**src/rtl/encoder_x4_pkg.sv**
```systemverilog
// -----------------------------------------------------------------------------
// encoder_x4_pkg
// Shared constants for the 4-input priority encoder.
//   ENC_IN_W  : number of request lines
//   ENC_IDX_W : width of the encoded index
//   IDX_RESET : index value held while in reset or when nothing is requested
// -----------------------------------------------------------------------------
package encoder_x4_pkg;

    localparam int ENC_IN_W  = 4;
    localparam int ENC_IDX_W = 2;

    localparam logic [ENC_IDX_W-1:0] IDX_RESET = 2'b00;

endpackage : encoder_x4_pkg

```
**src/rtl/encoder_x4_comb.sv**
```systemverilog
// -----------------------------------------------------------------------------
// encoder_x4_comb
// Purely combinational priority logic: reports the index of the highest set
// bit of x and whether any bit is set at all.
// Ports:
//   x     in  [ENC_IN_W-1:0]  request vector, x[3] highest priority
//   idx   out [ENC_IDX_W-1:0] index of highest asserted bit (00 when none)
//   valid out                 1 when any bit of x is set
// -----------------------------------------------------------------------------
module encoder_x4_comb
    import encoder_x4_pkg::*;
(
    input  logic [ENC_IN_W-1:0]  x,
    output logic [ENC_IDX_W-1:0] idx,
    output logic                 valid
);

    // Highest bit wins; the all-zero case falls through to the reset index so
    // downstream sees 00 whenever valid is low.
    always_comb begin
        idx   = IDX_RESET;
        valid = 1'b0;
        if (x[3]) begin
            idx   = 2'b11;
            valid = 1'b1;
        end else if (x[2]) begin
            idx   = 2'b10;
            valid = 1'b1;
        end else if (x[1]) begin
            idx   = 2'b01;
            valid = 1'b1;
        end else if (x[0]) begin
            idx   = 2'b00;
            valid = 1'b1;
        end
    end

endmodule : encoder_x4_comb

```
**src/rtl/encoder_x4.sv**
```systemverilog
// -----------------------------------------------------------------------------
// encoder_x4
// 4-input priority encoder with registered outputs (one cycle latency).
// Ports:
//   clk  in   system clock, rising edge
//   rst  in   asynchronous, active-high reset; clears all outputs
//   x    in   [3:0] request vector, x[3] highest priority
//   y    out  valid: some bit of x was set at the last sampling edge
//   z1   out  MSB of encoded index
//   z0   out  LSB of encoded index
// -----------------------------------------------------------------------------
module encoder_x4
    import encoder_x4_pkg::*;
(
    input  logic                clk,
    input  logic                rst,
    input  logic [ENC_IN_W-1:0] x,
    output logic                y,
    output logic                z1,
    output logic                z0
);

    logic [ENC_IDX_W-1:0] idx_d;
    logic [ENC_IDX_W-1:0] idx_q;
    logic                 valid_d;
    logic                 valid_q;

    encoder_x4_comb u_comb (
        .x     (x),
        .idx   (idx_d),
        .valid (valid_d)
    );

    // Output register; outputs come straight from these flops so they are
    // glitch-free and ignore x activity between edges.
    always_ff @(posedge clk or posedge rst) begin
        if (rst) begin
            idx_q   <= IDX_RESET;
            valid_q <= 1'b0;
        end else begin
            idx_q   <= idx_d;
            valid_q <= valid_d;
        end
    end

    assign y  = valid_q;
    assign z1 = idx_q[1];
    assign z0 = idx_q[0];

endmodule : encoder_x4

```
**config.mk**
```make
export PLATFORM = sky130hd
export DESIGN_NAME = encoder_x4
export DESIGN_NICKNAME = d
export VERILOG_FILES = /design/src/rtl/encoder_x4_pkg.sv /design/src/rtl/encoder_x4_comb.sv /design/src/rtl/encoder_x4.sv
export SDC_FILE = /design/constraint.sdc
export NUM_CORES = 1
export LEC_CHECK = 0
export BUFFER_PORTS_ARGS = -buffer_cell sky130_fd_sc_hd__buf_4
export CAP_MARGIN = 20
export CORE_AREA = 10 10 47 49
export CTS_BUF_LIST = sky130_fd_sc_hd__clkbuf_4 sky130_fd_sc_hd__clkbuf_8 sky130_fd_sc_hd__clkbuf_16
export CTS_CLUSTER_DIAMETER = 30
export DETAILED_ROUTE_END_ITERATION = 10
export DIE_AREA = 0 0 57 59
export PLACE_DENSITY = 0.3
export SYNTH_ARGS = -nofsm -noshare
export SYNTH_HDL_FRONTEND = slang
export SYNTH_SLANG_ARGS = --single-unit
```
**constraint.sdc**
```tcl
create_clock -name clk -period 0.8 [get_ports clk]
set_input_delay 0 -clock clk [delete_from_list [all_inputs] [get_ports clk]]
set_output_delay 0 -clock clk [all_outputs]
set_load 0.02 [all_outputs]
```
==> impl_metrics.yaml <==
final_layout:
  drive_gt1_share_pct: 54.55
  layout_common_cells: "buf_4, clkbuf_4, dfrtp_1"
  final_cells: 38
  nNetsFinal: 29
  n_antenna_cell: 0
  synthToLayoutAreaGrowth_pct: 126.8
  mostFrequentLayoutCell: "buf_4"
  final_util_pct: 16.61
  fillers: 165
sta:
  rsz0062_at_grt: "no"
  whs_ns: -0.03392
  worstMarginPinSlew_ns: 0.1134
  max_freq_mhz: 1351
  min_period_ns: 0.7402
  tns_ns: 0
  slew_violations: 0
  slew_headroom_pct: 92.43
  post-route-period-util_pct: 92.53
  final_hold_viol_count: 2
  finalSetupViolCount: 0
status:
  violations: "hold timing"
  status: "finished with violations"
synth:
  avgSynthCellArea_um2: 12.82
  syn_nets: 14
  synth_area_um2: 102.6
  synth_top_area_share_pct: 73.17
  yosys.cell_types.count: 5
  synth_top_area_cell: "dfrtp_1"
  synthTopCellsByArea: "dfrtp_1, a21o_1, inv_1, or2_1, or3_1"
  ys_seq_area_share_pct: 73.17
  ys_ff_latch: 3
  netlist_instances: 8
  synth_warnings: 0
setup_path:
  cp.arrival_ns: 0.74
  crit_family: "flip-flops"
  crit_path_start_kind: "flop"
  crit_fanout: 1
  cp.required_ns: 0.80
  slowest_stage: "dfrtp_1"
  cp_cell_sequence: "buf_4"
  endpoint_kind: "output pin"
  crit_path_max_incr_delay_ns: 0.36
  path_buf_inv: 1
  path_class: "reg -> out"
floorplan:
  die_h_um: 59
  ioPinCount: 9
  rows: 14
  dieArea_um2: 3363
  coreArea_um2: 1401
  initial_core_util_pct: 7.321
  die_x_um: 57
global_route:
  gr-total-overflow: 0
  grt_pass1_vias: 138
  grt_pass1_wl_um: 579
  grt_use_total_pct: 2.635
  antenna_found_initial: 0
  grt_max_degree: 4
routing:
  via_count: 97
  met1_length_um: 176
  dr_wl_met3_um: 71
  finalWirelength_um: 334
  viasPerCell: 2.553
  wl_per_cell_um: 8.789
  antenna_left: 0
  drc: 0
  highest_layer: "met3"
  dr.first_iter.drc_count: 0
  route.met2.wl_um: 86
  drt_pass1_iterations: 1
place:
  dp_cells: 32
  globalplace.congestion: 0.5687
  numPortBuffers: 8
power_and_ir_drop:
  power-per-cell-area_nw_per_um2: 2219
  power_frac_seq_pct: 31.3
  peakVddDrop_mv: 0.3517
  leakagePower_uw: 0.0001131
  combPwrFrac_pct: 11.4
  clockPowerShare_pct: 57.3
  swShare_pct: 19.49
  switching_power_uw: 100.6
  intPower_uw: 415.7
clocking:
  cts.path.max_buffers: 2
  htreeDepth: 1
  cts_root_buffer: "clkbuf_4"
  cts_hold_buffers: 3
  post_cts_buffers: 0
  cts_tree: "built"
  numCtsBuffers: 3
  cts.sinks: 3
  post_cts_resized: 0
  clkSlewWorstSetupHoldPaths_ns: 0.04
flow_run:
  drv_cap: 0
hold_path:
  hold_path_class: "in -> reg"
synth_stat cells:
cell type	number
a21o_1	1
dfrtp_1	3
inv_1	2
or2_1	1
or3_1	1
path summary, 6_finish.rpt:
check	from	endpoint	cells after the start
max in group asynchronous	rst	idx_q[1]	3
min	x[0]	y	2
max	idx_q[1]	z1	1
min in group asynchronous	rst	idx_q[0]	3
logic make-up (layout without fill, tap and decap cells):
logic type / Yosys count / in the layout / share of synthesized area (%)
buf+inv: 2 / 16 / 7.320
flops: 3 / 3 / 73.17
compound gates: 1 / 1 / 7.320
simple gates: 2 / 2 / 12.20
flip-flops by register name, summed over array words and instances (netlist names):
register / cells
y: 1
idx_q: 2
layout make-up:
cell class,instances,area [µm²],share of cell area (%)
repair buffers,10,80.08,34.41
clock buffers,4,30.03,12.90
well taps,16,20.02,8.602
flip-flops and latches,3,75.07,32.26
multi-input cells,3,20.02,8.602
inverters,2,7.507,3.226
per-layer routing:
metal  global-route usage (%)  up-vias
met2                    1.860        9
met3                    3.004        0
met5                        0        -
li1                         -       51
met4                    4.027        0
met1                    2.728       37
through the flow:
| stage | area [µm²] | setup WS [ns] | total power, µW |
|---|---|---|---|
| floorplan | 102.6 | 0.1660 | 181.5 |
| global placement | 182.7 | 0.02483 | 214.6 |
| detailed placement | 182.7 | 0.01494 | 215.4 |
| CTS | 242.7 | 0.03172 | 535.5 |
| global route | 232.7 | 0.03743 | 538.1 |
| finish | 232.7 | 0.05975 | 516.3 |
power groups by stage:
stage / Sequential [µW] / Combinational [µW] / Clock, µW
floorplan: 173 / 8.73 / 0
global placement: 164 / 51.0 / 0
detailed placement: 163 / 51.9 / 0
CTS: 162 / 63.6 / 310
global route: 163 / 65.6 / 310
finish: 161 / 59.0 / 296
(Power assumes the default switching activity.)
